==> config.mk <==
export PLATFORM = sky130hd
export DESIGN_NAME = mapper_mem_sequencer_flat
export DESIGN_NICKNAME = d
export VERILOG_FILES = /design/src/rtl/mapper_mem_sequencer_pkg.sv /design/src/rtl/mapper_mem_sequencer_if.sv /design/src/rtl/mapper_mem_sequencer_timeout.sv /design/src/rtl/mapper_mem_sequencer.sv /design/src/flat_wrapper.sv
export SDC_FILE = /design/constraint.sdc
export NUM_CORES = 1
export LEC_CHECK = 0
export CORE_ASPECT_RATIO = 1.2
export CORE_MARGIN = 3
export CORE_UTILIZATION = 28
export DETAILED_ROUTE_END_ITERATION = 8
export PLACE_DENSITY = 0.62
export SLEW_MARGIN = 20
export SYNTH_ARGS = -nofsm -noshare
export SYNTH_HDL_FRONTEND = slang
export SYNTH_HIERARCHICAL = 1
export SYNTH_SLANG_ARGS = --single-unit
export TNS_END_PERCENT = 5
==> constraint.sdc <==
create_clock -name clk -period 2.5 [get_ports clk]
set_clock_uncertainty 0.2 [all_clocks]
set_input_delay 0.5 -clock clk [delete_from_list [all_inputs] [get_ports clk]]
set_output_delay 0.5 -clock clk [all_outputs]
set_load 0.05 [all_outputs]
==> src/rtl/mapper_mem_sequencer_pkg.sv <==
// Shared types and constants for the mapper-to-memory sequencer.
package mapper_mem_sequencer_pkg;

    // Sequencer states: waiting for a CPU access, request outstanding,
    // access finished but chip select still asserted.
    typedef enum logic [1:0] {
        IDLE = 2'd0,
        BUSY = 2'd1,
        HOLD = 2'd2
    } mem_seq_state_t;

    // Value returned to the CPU for reads that never completed.
    localparam logic [7:0] MEM_OPEN_BUS = 8'hFF;

    // Width of the acknowledge timeout counter (covers TIMEOUT up to 255).
    localparam int TMO_W = 8;

endpackage

==> src/rtl/mapper_mem_sequencer_if.sv <==
// Bundle of mapper-side and memory-side signals around the sequencer.
// The master modport is the sequencer's view; slave is the view of the
// surrounding mapper / memory controller.
interface mapper_mem_sequencer_if #(
    parameter int ADDR_W = 27
);
    logic              ram_cs;
    logic [ADDR_W-1:0] addr;
    logic              rnw;
    logic [7:0]        cpu_din;
    logic [7:0]        cpu_dout;
    logic              cpu_wait;
    logic              mem_req;
    logic [ADDR_W-1:0] mem_addr;
    logic              mem_we;
    logic [7:0]        mem_wdata;
    logic              mem_ack;
    logic [7:0]        mem_rdata;
    logic              timeout_err;

    modport master (
        input  ram_cs, addr, rnw, cpu_din, mem_ack, mem_rdata,
        output cpu_dout, cpu_wait, mem_req, mem_addr, mem_we, mem_wdata,
               timeout_err
    );

    modport slave (
        output ram_cs, addr, rnw, cpu_din, mem_ack, mem_rdata,
        input  cpu_dout, cpu_wait, mem_req, mem_addr, mem_we, mem_wdata,
               timeout_err
    );
endinterface

==> src/rtl/mapper_mem_sequencer_timeout.sv <==
// Loadable down-counter used to bound the wait for a memory acknowledge.
// zero_o flags the decrement that takes the counter to zero, so the
// caller can act in the same cycle the count expires.
import mapper_mem_sequencer_pkg::*;

module mem_seq_timeout (
    input  logic             clk,
    input  logic             reset,
    input  logic             load_i,
    input  logic [TMO_W-1:0] load_val_i,
    input  logic             dec_i,
    output logic             zero_o
);
    logic [TMO_W-1:0] count_q;
    logic [TMO_W-1:0] count_d;

    // Next count: load has priority; never wrap below zero.
    always_comb begin
        count_d = count_q;
        if (load_i) begin
            count_d = load_val_i;
        end else if (dec_i && (count_q != '0)) begin
            count_d = count_q - 1'b1;
        end
    end

    assign zero_o = dec_i && (count_q == TMO_W'(1));

    // Counter register.
    always_ff @(posedge clk or posedge reset) begin
        if (reset) begin
            count_q <= '0;
        end else begin
            count_q <= count_d;
        end
    end
endmodule

==> src/rtl/mapper_mem_sequencer.sv <==
// Turns the mapper's level chip select into exactly one request/ack
// transaction per CPU access, stalling the CPU while it is outstanding
// and holding the returned read data.
import mapper_mem_sequencer_pkg::*;

module mapper_mem_sequencer #(
    parameter int ADDR_W  = 27,
    parameter int TIMEOUT = 255
) (
    input  logic                   clk,
    input  logic                   reset,
    mapper_mem_sequencer_if.master bus
);
    localparam logic [TMO_W-1:0] TMO_LOAD = TMO_W'(TIMEOUT);

    mem_seq_state_t    state_q;
    logic              mem_req_q;
    logic [ADDR_W-1:0] mem_addr_q;
    logic              mem_we_q;
    logic [7:0]        mem_wdata_q;
    logic [7:0]        cpu_dout_q;
    logic              timeout_err_q;

    logic tmo_load;
    logic tmo_dec;
    logic tmo_zero;

    // Counter is armed when an access is accepted and runs only while
    // waiting; an ack in the expiry cycle suppresses the decrement so the
    // ack wins.
    assign tmo_load = (state_q == IDLE) && bus.ram_cs;
    assign tmo_dec  = (state_q == BUSY) && !bus.mem_ack;

    mem_seq_timeout u_timeout (
        .clk        (clk),
        .reset      (reset),
        .load_i     (tmo_load),
        .load_val_i (TMO_LOAD),
        .dec_i      (tmo_dec),
        .zero_o     (tmo_zero)
    );

    // Sequencer FSM with registered request fields and CPU read data.
    always_ff @(posedge clk or posedge reset) begin
        if (reset) begin
            state_q       <= IDLE;
            mem_req_q     <= 1'b0;
            mem_addr_q    <= '1;
            mem_we_q      <= 1'b0;
            mem_wdata_q   <= '0;
            cpu_dout_q    <= MEM_OPEN_BUS;
            timeout_err_q <= 1'b0;
        end else begin
            case (state_q)
                IDLE: begin
                    if (bus.ram_cs) begin
                        mem_addr_q  <= bus.addr;
                        mem_we_q    <= ~bus.rnw;
                        mem_wdata_q <= bus.cpu_din;
                        mem_req_q   <= 1'b1;
                        state_q     <= BUSY;
                    end
                end
                BUSY: begin
                    if (bus.mem_ack) begin
                        if (!mem_we_q) begin
                            cpu_dout_q <= bus.mem_rdata;
                        end
                        mem_req_q <= 1'b0;
                        state_q   <= HOLD;
                    end else if (tmo_zero) begin
                        if (!mem_we_q) begin
                            cpu_dout_q <= MEM_OPEN_BUS;
                        end
                        timeout_err_q <= 1'b1;
                        mem_req_q     <= 1'b0;
                        state_q       <= HOLD;
                    end
                end
                HOLD: begin
                    // Stay here until the CPU cycle ends so a long chip
                    // select cannot trigger a second transaction.
                    if (!bus.ram_cs) begin
                        state_q <= IDLE;
                    end
                end
                default: begin
                    mem_req_q <= 1'b0;
                    state_q   <= IDLE;
                end
            endcase
        end
    end

    // Stall starts combinationally in the cycle chip select rises.
    assign bus.cpu_wait    = ((state_q == IDLE) && bus.ram_cs) || (state_q == BUSY);
    assign bus.mem_req     = mem_req_q;
    assign bus.mem_addr    = mem_addr_q;
    assign bus.mem_we      = mem_we_q;
    assign bus.mem_wdata   = mem_wdata_q;
    assign bus.cpu_dout    = cpu_dout_q;
    assign bus.timeout_err = timeout_err_q;
endmodule

==> src/flat_wrapper.sv <==
// flat-port wrapper written by rule: the top's interface ports become plain ports
module mapper_mem_sequencer_flat 
#(
    parameter int ADDR_W  = 27,
    parameter int TIMEOUT = 255
)
  (clk, reset, bus_ram_cs, bus_addr, bus_rnw, bus_cpu_din, bus_mem_ack, bus_mem_rdata, bus_cpu_dout, bus_cpu_wait, bus_mem_req, bus_mem_addr, bus_mem_we, bus_mem_wdata, bus_timeout_err);
  mapper_mem_sequencer_if #(.ADDR_W(ADDR_W)) bus_i ();
  input  logic clk;
  input  logic reset;
  input wire logic [$bits(bus_i.ram_cs)-1:0] bus_ram_cs;
  input wire logic [$bits(bus_i.addr)-1:0] bus_addr;
  input wire logic [$bits(bus_i.rnw)-1:0] bus_rnw;
  input wire logic [$bits(bus_i.cpu_din)-1:0] bus_cpu_din;
  input wire logic [$bits(bus_i.mem_ack)-1:0] bus_mem_ack;
  input wire logic [$bits(bus_i.mem_rdata)-1:0] bus_mem_rdata;
  output wire logic [$bits(bus_i.cpu_dout)-1:0] bus_cpu_dout;
  output wire logic [$bits(bus_i.cpu_wait)-1:0] bus_cpu_wait;
  output wire logic [$bits(bus_i.mem_req)-1:0] bus_mem_req;
  output wire logic [$bits(bus_i.mem_addr)-1:0] bus_mem_addr;
  output wire logic [$bits(bus_i.mem_we)-1:0] bus_mem_we;
  output wire logic [$bits(bus_i.mem_wdata)-1:0] bus_mem_wdata;
  output wire logic [$bits(bus_i.timeout_err)-1:0] bus_timeout_err;
  assign bus_i.ram_cs = bus_ram_cs;
  assign bus_i.addr = bus_addr;
  assign bus_i.rnw = bus_rnw;
  assign bus_i.cpu_din = bus_cpu_din;
  assign bus_i.mem_ack = bus_mem_ack;
  assign bus_i.mem_rdata = bus_mem_rdata;
  assign bus_cpu_dout = bus_i.cpu_dout;
  assign bus_cpu_wait = bus_i.cpu_wait;
  assign bus_mem_req = bus_i.mem_req;
  assign bus_mem_addr = bus_i.mem_addr;
  assign bus_mem_we = bus_i.mem_we;
  assign bus_mem_wdata = bus_i.mem_wdata;
  assign bus_timeout_err = bus_i.timeout_err;
  mapper_mem_sequencer #(.ADDR_W(ADDR_W), .TIMEOUT(TIMEOUT)) u_core (.clk(clk), .reset(reset), .bus(bus_i));
endmodule
==> impl_metrics.csv, run 1 <==
group,metric,value,unit
cts,htreeDepth,2,
critical_path,worst-setup-path-type,"reg -> out",
critical_path,critPathRequiredTime,1.80,ns
synth,yosysTopAreaCellShare,0.359,
routing,drt_first_iter_violations,39,
timing,relSlewSlack,0.648,
layout,multi_input_area,1090,µm²
layout,drive_gt1_frac,0.344,
place,io_buffers,94,
layout,area.sequential,1450,µm²
global_route,grt_pass1_vias,1948,
place,placed_cells,420,
global_route,grt_max_degree,34,
timing,fin_crit,2.37,ns
place,post-dp-hpwl,4300,µm
critical_path,worstPathCellList,"clkdlybuf4s50_1",
cts,post_cts.repair.setup_buffers,0,
floorplan,num_rows,37,
cts,clock-sinks,56,
layout,syn_to_final_growth,51.4,%
synth,yosys.area.top_type,"dfstp_2",
floorplan,fp.dieArea,10300,µm²
cts,path_clk_slew,0.10,ns
power,p_leak,1.58,nW
routing,ant_nets,0,
floorplan,io_pins,95,
timing,slew_viol_final,0,
synth,yosysWarnings,6,
routing,wl_per_cell,13.3,µm
cts,tritoncts,"yes",
synth,synthTopCellsByArea,"dfstp_2 (36%), dfrtp_1 (21%), mux2_2 (15%), mux2_4 (4.7%), nand2b_1 (1.7%)",
timing,setup_viol,0,
cts,clock_latency,0.30,ns
synth,synthesis.area,2560,µm²
layout,fillers,814,
cts,cts_resized,0,
cts,hold_buffers,0,
layout,final_util,0.443,
cts,numCtsBuffers,5,
floorplan,die_w,93.3,µm
synth,synth_edf_count,0,
critical_path,critPathTopFamily,"buffers and inverters",
synth,ys_async_sr_fraction,1.00,
routing,drt-total-wl,5680,µm
critical_path,slowest_stage,"clkdlybuf4s50_1",
synth,ys_ff_latch,56,
synth,avgSynthCellArea,13.1,µm²
synth,yosys_most_used_dff,"dfstp_2",
floorplan,dieHeight,111,µm
timing,tightest_slew,0.526,ns
global_route,antenna_found_initial,0,
power,peakVddDrop,0.437,mV
timing,fin_crit_sh,0.947,
floorplan,start_util,0.293,
synth,ys_types,42,
critical_path,cp-end-kind,"output pin",
layout,antenna_cells,0,
layout,instances_no_fill,428,
timing,tns,0,ns
layout,nets,361,
cts,root_buffer,"clkbuf_8",
layout,design_area,3880,µm²
timing,rsz0062_at_grt,"no",
worst_hold_path,hp-class,"reg -> reg",
power,pwr_density_cell,1470,nW/µm²
synth,ys_seq_area_frac,0.564,
place,place_area,3780,µm²
routing,drc,0,
timing,timing.final.hold_violations,0,
timing,timing.fmax,0.422,GHz
status,status,"completed",
critical_path,critPathBufInv,1,
critical_path,cp.arrival,1.67,ns
place,place_congestion,0.809,
routing,vias,1881,
global_route,grt_overflow,0,
routing,dr.pass1.iters,4,
critical_path,slowest_delay,0.81,ns
cts,cts_buffer_depth,2,
global_route,grt_first_pass_wirelength,9670,µm
floorplan,core_area,8750,µm²
synth,syn_inst,196,
critical_path,start_kind,"flip-flop",
critical_path,cp_max_fo,2,
global_route,track_usage,0.114,
run,maxCapViolCount,0,
routing,viasPerCell,4.39,
[cell usage in the layout (no fill, tap or decap), drive strengths merged, types with 3 or more instances in the layout]
| master | synthesis | routed |
|---|---|---|
| a21oi | 4 | 4 |
| buf | 6 | 15 |
| clkbuf | 2 | 6 |
| clkdlybuf4s50 | 0 | 93 |
| conb | 1 | 8 |
| dfrtp | 21 | 21 |
| dfstp | 35 | 35 |
| ha | 3 | 3 |
| inv | 10 | 11 |
| mux2 | 43 | 43 |
| nand2 | 6 | 6 |
| nand2b | 7 | 7 |
| nand3 | 4 | 4 |
| nor2 | 11 | 11 |
| nor4b | 3 | 3 |
| o211ai | 3 | 3 |
| o21ai | 3 | 3 |
| or2b | 5 | 5 |
| or3 | 4 | 4 |
[path summary, 6_finish.rpt]
path / from / to / slack [ns] / cells after the start
max: u_core/bus.cpu_dout[5]$_DFFE_PP1P_ / bus_cpu_dout[5] / 0.13 / 1
min: u_core/bus.timeout_err$_DFFE_PP0P_ / u_core/bus.timeout_err$_DFFE_PP0P_ / 0.28 / 1
max reg2reg: u_core/state_q[1]$_DFFE_PP0P_ / u_core/bus.cpu_dout[2]$_DFFE_PP1P_ / 0.15 / 8
min reg2reg: u_core/bus.timeout_err$_DFFE_PP0P_ / u_core/bus.timeout_err$_DFFE_PP0P_ / 0.28 / 1
max in group asynchronous: reset / u_core/bus.mem_addr[0]$_DFFE_PP1P_ / 1.19 / 3
min in group asynchronous: reset / u_core/u_timeout/count_q[4]$_DFFE_PP0P_ / 0.29 / 2
[cell type report]
class,count,share of cell area
flip-flops and latches,56,0.372
multi-input cells,129,0.280
repair buffers,108,0.275
well taps,117,0.0377
clock buffers,6,0.0213
inverters,10,0.00967
clock inverters,2,0.00355
[registers in the layout, summed over array words and instances (netlist names)]
register                  cells
u_core/state_q                2
u_core/bus.mem_addr          27
u_core/bus.mem_req            1
u_core/bus.timeout_err        1
u_core/u_timeout/count_q      8
u_core/bus.cpu_dout           8
u_core/bus.mem_wdata          8
u_core/bus.mem_we             1
[power breakdown]
part,internal (mW),switching [mW],leakage [nW]
clock network,0.226,0.292,0.0477
registers,1.55,0.304,0.613
logic,1.33,1.99,0.915
total,3.11,2.58,1.58
[routing by layer]
metal | track usage | up-vias | wire, µm
li1 | - | 914 | -
met1 | 0.146 | 900 | 2470
met2 | 0.192 | 62 | 2800
met3 | 0.0258 | 5 | 358
met4 | 0.0264 | 0 | 53
met5 | 0 | - | 0
[cell usage after synthesis (2+ instances only)]
master,number
a21o_1,2
mux2_4,8
dfstp_2,35
nor4_1,2
o211ai_1,3
nor3_1,2
a2bb2oi_1,2
clkbuf_1,2
nand3_1,4
o21ai_0,2
buf_2,4
nand2b_1,7
inv_1,9
a21oi_1,4
nor2_1,11
or3_1,4
buf_4,2
nand2_1,6
o21a_1,2
mux2_2,35
o311a_1,2
ha_1,3
nor4b_1,2
dfrtp_1,21
or2b_1,5
[logic make-up after synthesis]
kind of cell	Yosys count	share of synthesized area
flip-flops	56	0.564
multiplexers	43	0.201
other	1	0.00146
buffers and inverters	18	0.0312
AO/OA/AOI/OAI	24	0.0679
AND/OR/NAND/NOR	51	0.120
adder cells (fa/ha/maj)	3	0.0146
[through the flow]
| step | hold slack (ns) | worst slack, ns | total power [mW] |
|---|---|---|---|
| 3_5_place_dp | 0.252 | -0.179 | 5.23 |
| 4_1_cts | 0.282 | 0.108 | 5.77 |
| 5_1_grt | 0.302 | 0.0828 | 6.02 |
| 2_1_floorplan | 0.116 | 0.0573 | 4.13 |
| 6_report | 0.282 | 0.131 | 5.69 |
| 3_3_place_gp | 0.246 | -0.121 | 5.19 |
[worst reg2reg max path, stage by stage (launching register included)]
cell,delay [ns]
dfrtp_1,0.46
nand2b_1,0.25
nor2_4,0.12
nor4b_4,0.21
and3_1,0.21
nor2_1,0.05
or3_1,0.30
buf_4,0.19
mux2_4,0.30
(Power assumes the default switching activity.)
==> run 2, diff against run 1 <==
--- a/config.mk
+++ b/config.mk
@@ -6,4 +6,5 @@
 export NUM_CORES = 1
 export LEC_CHECK = 0
+export ABC_AREA = 1
 export CORE_ASPECT_RATIO = 1.2
 export CORE_MARGIN = 3
@@ -11,4 +12,5 @@
 export DETAILED_ROUTE_END_ITERATION = 8
 export PLACE_DENSITY = 0.62
+export REMOVE_ABC_BUFFERS = 1
 export SLEW_MARGIN = 20
 export SYNTH_ARGS = -nofsm -noshare
==> constraint.sdc (replaced) <==
create_clock -name clk -period 2.5 [get_ports clk]
set_clock_uncertainty 0.2 [all_clocks]
set_input_delay 0.5 -clock clk [delete_from_list [all_inputs] [get_ports clk]]
set_output_delay 0.5 -clock clk [all_outputs]
set_load 0.02 [all_outputs]
==> run 2 against run 1 <==
Effect of this change: power shrank 15%; setup slack improved by 0.20 ns; global-route usage rose by 1.3 points; non-clock buffer count decreased by 5; sequential power hardly changed.
==> impl_metrics.csv, run 2 <==
group,metric,value,unit
routing,drt_first_iter_violations,112,
power,p_total,4.83,mW
layout,multi_input_area,1030,µm²
status,status,"completed",
synth,ys_seq_area_frac,0.553,
timing,timing.fmax,0.462,GHz
cts,cts_buffer_depth,2,
layout,drive_gt1_frac,0.155,
floorplan,start_util,0.288,
cts,hold_buffers,0,
synth,yosysWarnings,6,
critical_path,slowest_delay,0.62,ns
layout,fillers,903,
critical_path,timing.rr.end,"u_core/bus.cpu_dout[4]$_DFFE_PP1P_",
critical_path,worstPathCellList,"clkdlybuf4s50_1",
layout,syn_to_final_growth,47.0,%
floorplan,core_area,9080,µm²
routing,drc,0,
cts,htreeDepth,2,
power,seq_power_share,0.376,
synth,yosys-top-cells-count,"nand2_1 (158), dfstp_2 (35), nand3_1 (27), inv_1 (22), dfrtp_1 (21)",
critical_path,cp-end-kind,"output pin",
synth,synthTopCellsByArea,"dfstp_2 (35%), nand2_1 (23%), dfrtp_1 (20%), nand3_1 (5.2%), inv_1 (3.2%)",
critical_path,regToRegSetupSlack,0.38,ns
critical_path,slowest_stage,"clkdlybuf4s50_1",
synth,yosys_most_used_dff,"dfstp_2",
global_route,grt_pass1_vias,2327,
synth,ys_ff_latch,56,
timing,setup_viol,0,
critical_path,worstSetupEndpoint,"bus_mem_addr[25]",
power,pwr_density_cell,1260,nW/µm²
place,place_congestion,0.809,
critical_path,critPathBufInv,1,
timing,timing.final.hold_violations,0,
routing,dr.pass1.iters,6,
power,switchingPower,1.95,mW
synth,synth-simple-area-share,0.339,
layout,nets,475,
power,p_sw_frac,0.404,
critical_path,cp_max_fo,2,
worst_hold_path,hp-class,"reg -> reg",
cts,numCtsBuffers,5,
synth,avgSynthCellArea,8.25,µm²
timing,fin_crit,2.17,ns
floorplan,dieHeight,112,µm
power,p_clk_frac,0.114,
critical_path,cp_num_cells,1,
synth,synth_edf_count,0,
run,maxCapViolCount,0,
synth,yosys.area_share.adder,0.0144,
critical_path,cp.arrival,1.47,ns
place,preCtsSetupSlack,0.0631,ns
timing,tns,0,ns
synth,synth_top_family_by_area,"simple AND/OR/NAND/NOR gates",
cts,clock-sinks,56,
critical_path,r2r-start,"u_core/state_q[1]$_DFFE_PP0P_",
synth,synthXorXnorAreaFrac,0.00670,
power,p_leak,1.82,nW
power,power_frac_comb,0.510,
synth,synth-compound-area-share,0.0225,
synth,synthMuxAreaShare,0,
floorplan,num_rows,38,
cts,tritoncts,"yes",
cts,root_buffer,"clkbuf_8",
routing,ant_nets,0,
layout,largest_register_ffs,27,
global_route,antenna_found_initial,0,
layout,area.sequential,1450,µm²
routing,drt-total-wl,6290,µm
power,peakVddDrop,0.489,mV
place,post-dp-hpwl,4670,µm
routing,vias,2303,
synth,syn_inst,317,
routing,wl_per_cell,11.5,µm
layout,final_common_cell,"nand2_1",
timing,fin_ws,0.335,ns
floorplan,fp.dieArea,10500,µm²
synth,synthMostInstantiatedCell,"nand2_1",
synth,ys_types,29,
critical_path,worst-setup-path-type,"reg -> out",
synth,yosys.area.top_type,"dfstp_2",
cts,path_clk_slew,0.10,ns
layout,final_cell_mix,"nand2_1 (158), clkdlybuf4s50_1 (93), dfstp_2 (35)",
layout,antenna_cells,0,
global_route,grt_overflow,0,
synth,ys_async_sr_fraction,1.00,
floorplan,die_w,94.2,µm
critical_path,critPathTopFamily,"buffers and inverters",
timing,rsz0062_at_grt,"no",
critical_path,reg2regPathDepth,10,
global_route,track_usage,0.127,
place,io_buffers,94,
synth,yosysTopAreaCellShare,0.352,
timing,fin_crit_sh,0.866,
critical_path,critPathLaunch,"u_core/bus.mem_addr[25]$_DFFE_PP1P_",
critical_path,critPathRequiredTime,1.80,ns
critical_path,start_kind,"flip-flop",
power,power.internal,2.88,mW
floorplan,io_pins,95,
timing,slew_viol_final,0,
global_route,grt_first_pass_wirelength,11000,µm
synth,synthesis.area,2610,µm²
cts,clock_latency,0.30,ns
global_route,grt_max_degree,39,
routing,viasPerCell,4.23,
run 2: cell types whose count changed after synthesis, moves of 5 or more:
cell	before	now
or2b_1	5	0
nand2b_1	7	0
nand3_1	4	27
inv_1	9	22
mux2_4	8	0
nand2_1	6	158
mux2_2	35	0
run 2: cells by family after synthesis:
logic type	Yosys count
and+or+nand+nor	211
buffers and inverters	34
adders and majority gates	3
other	1
AOI/OAI and AO/OA	10
xor gates and xnor gates	2
DFF	56
run 2: power groups by stage:
stage | Sequential (mW) | Combinational [mW] | Clock, mW
floorplan | 2.26 | 0.955 | 0
global placement | 1.83 | 2.47 | 0
detailed placement | 1.83 | 2.50 | 0
CTS | 1.83 | 2.51 | 0.579
global route | 1.89 | 2.74 | 0.616
finish | 1.82 | 2.46 | 0.551
run 2: per-stage QoR:
stage,cell area (µm²),utilization,instances,hold slack [ns]
6_report,3840,0.423,545,0.265
3_5_place_dp,3740,0.412,537,0.252
2_1_floorplan,2570,-,314,0.116
5_1_grt,3840,0.423,545,0.282
4_1_cts,3840,0.423,545,0.268
3_3_place_gp,3740,0.412,537,0.251
run 2: per-layer routing:
layer | GRT usage | up-vias | wire length [µm]
met5 | 0 | - | 0
met2 | 0.222 | 58 | 3190
met4 | 0.0202 | 0 | 28
met1 | 0.163 | 1067 | 2710
li1 | - | 1174 | -
met3 | 0.0264 | 4 | 358
run 2: worst min-delay path by stage:
stage	from	end	slack, ns	cells past startpoint
floorplan	reset	u_core/u_timeout/count_q[0]$_DFFE_PP0P_	0.12	1
global placement	u_core/bus.cpu_dout[5]$_DFFE_PP1P_	u_core/bus.cpu_dout[5]$_DFFE_PP1P_	0.25	2
detailed placement	u_core/bus.cpu_dout[7]$_DFFE_PP1P_	u_core/bus.cpu_dout[7]$_DFFE_PP1P_	0.25	2
CTS	u_core/bus.cpu_dout[7]$_DFFE_PP1P_	u_core/bus.cpu_dout[7]$_DFFE_PP1P_	0.27	2
global route	u_core/bus.mem_addr[8]$_DFFE_PP1P_	u_core/bus.mem_addr[8]$_DFFE_PP1P_	0.28	2
finish	u_core/bus.cpu_dout[7]$_DFFE_PP1P_	u_core/bus.cpu_dout[7]$_DFFE_PP1P_	0.27	2
run 2: area by class of cell:
cell class              instances  area share
clock buffers                   8      0.0264
inverters                      24      0.0235
multi-input cells             234       0.268
flip-flops and latches         56       0.376
well taps                     120      0.0391
repair buffers                103       0.266
run 2: what timing repair did:
item | CTS | global route
resized for setup | 0 | 1
setup buffers | 0 | 0
endpoints found under the setup margin | 0 | 1
==> run 3, diff against run 2 <==
- CTS_CLUSTER_DIAMETER: unset -> 50
==> results of run 3 <==
Same layout as run 2: the final DEF is identical, and so are final timing and power.
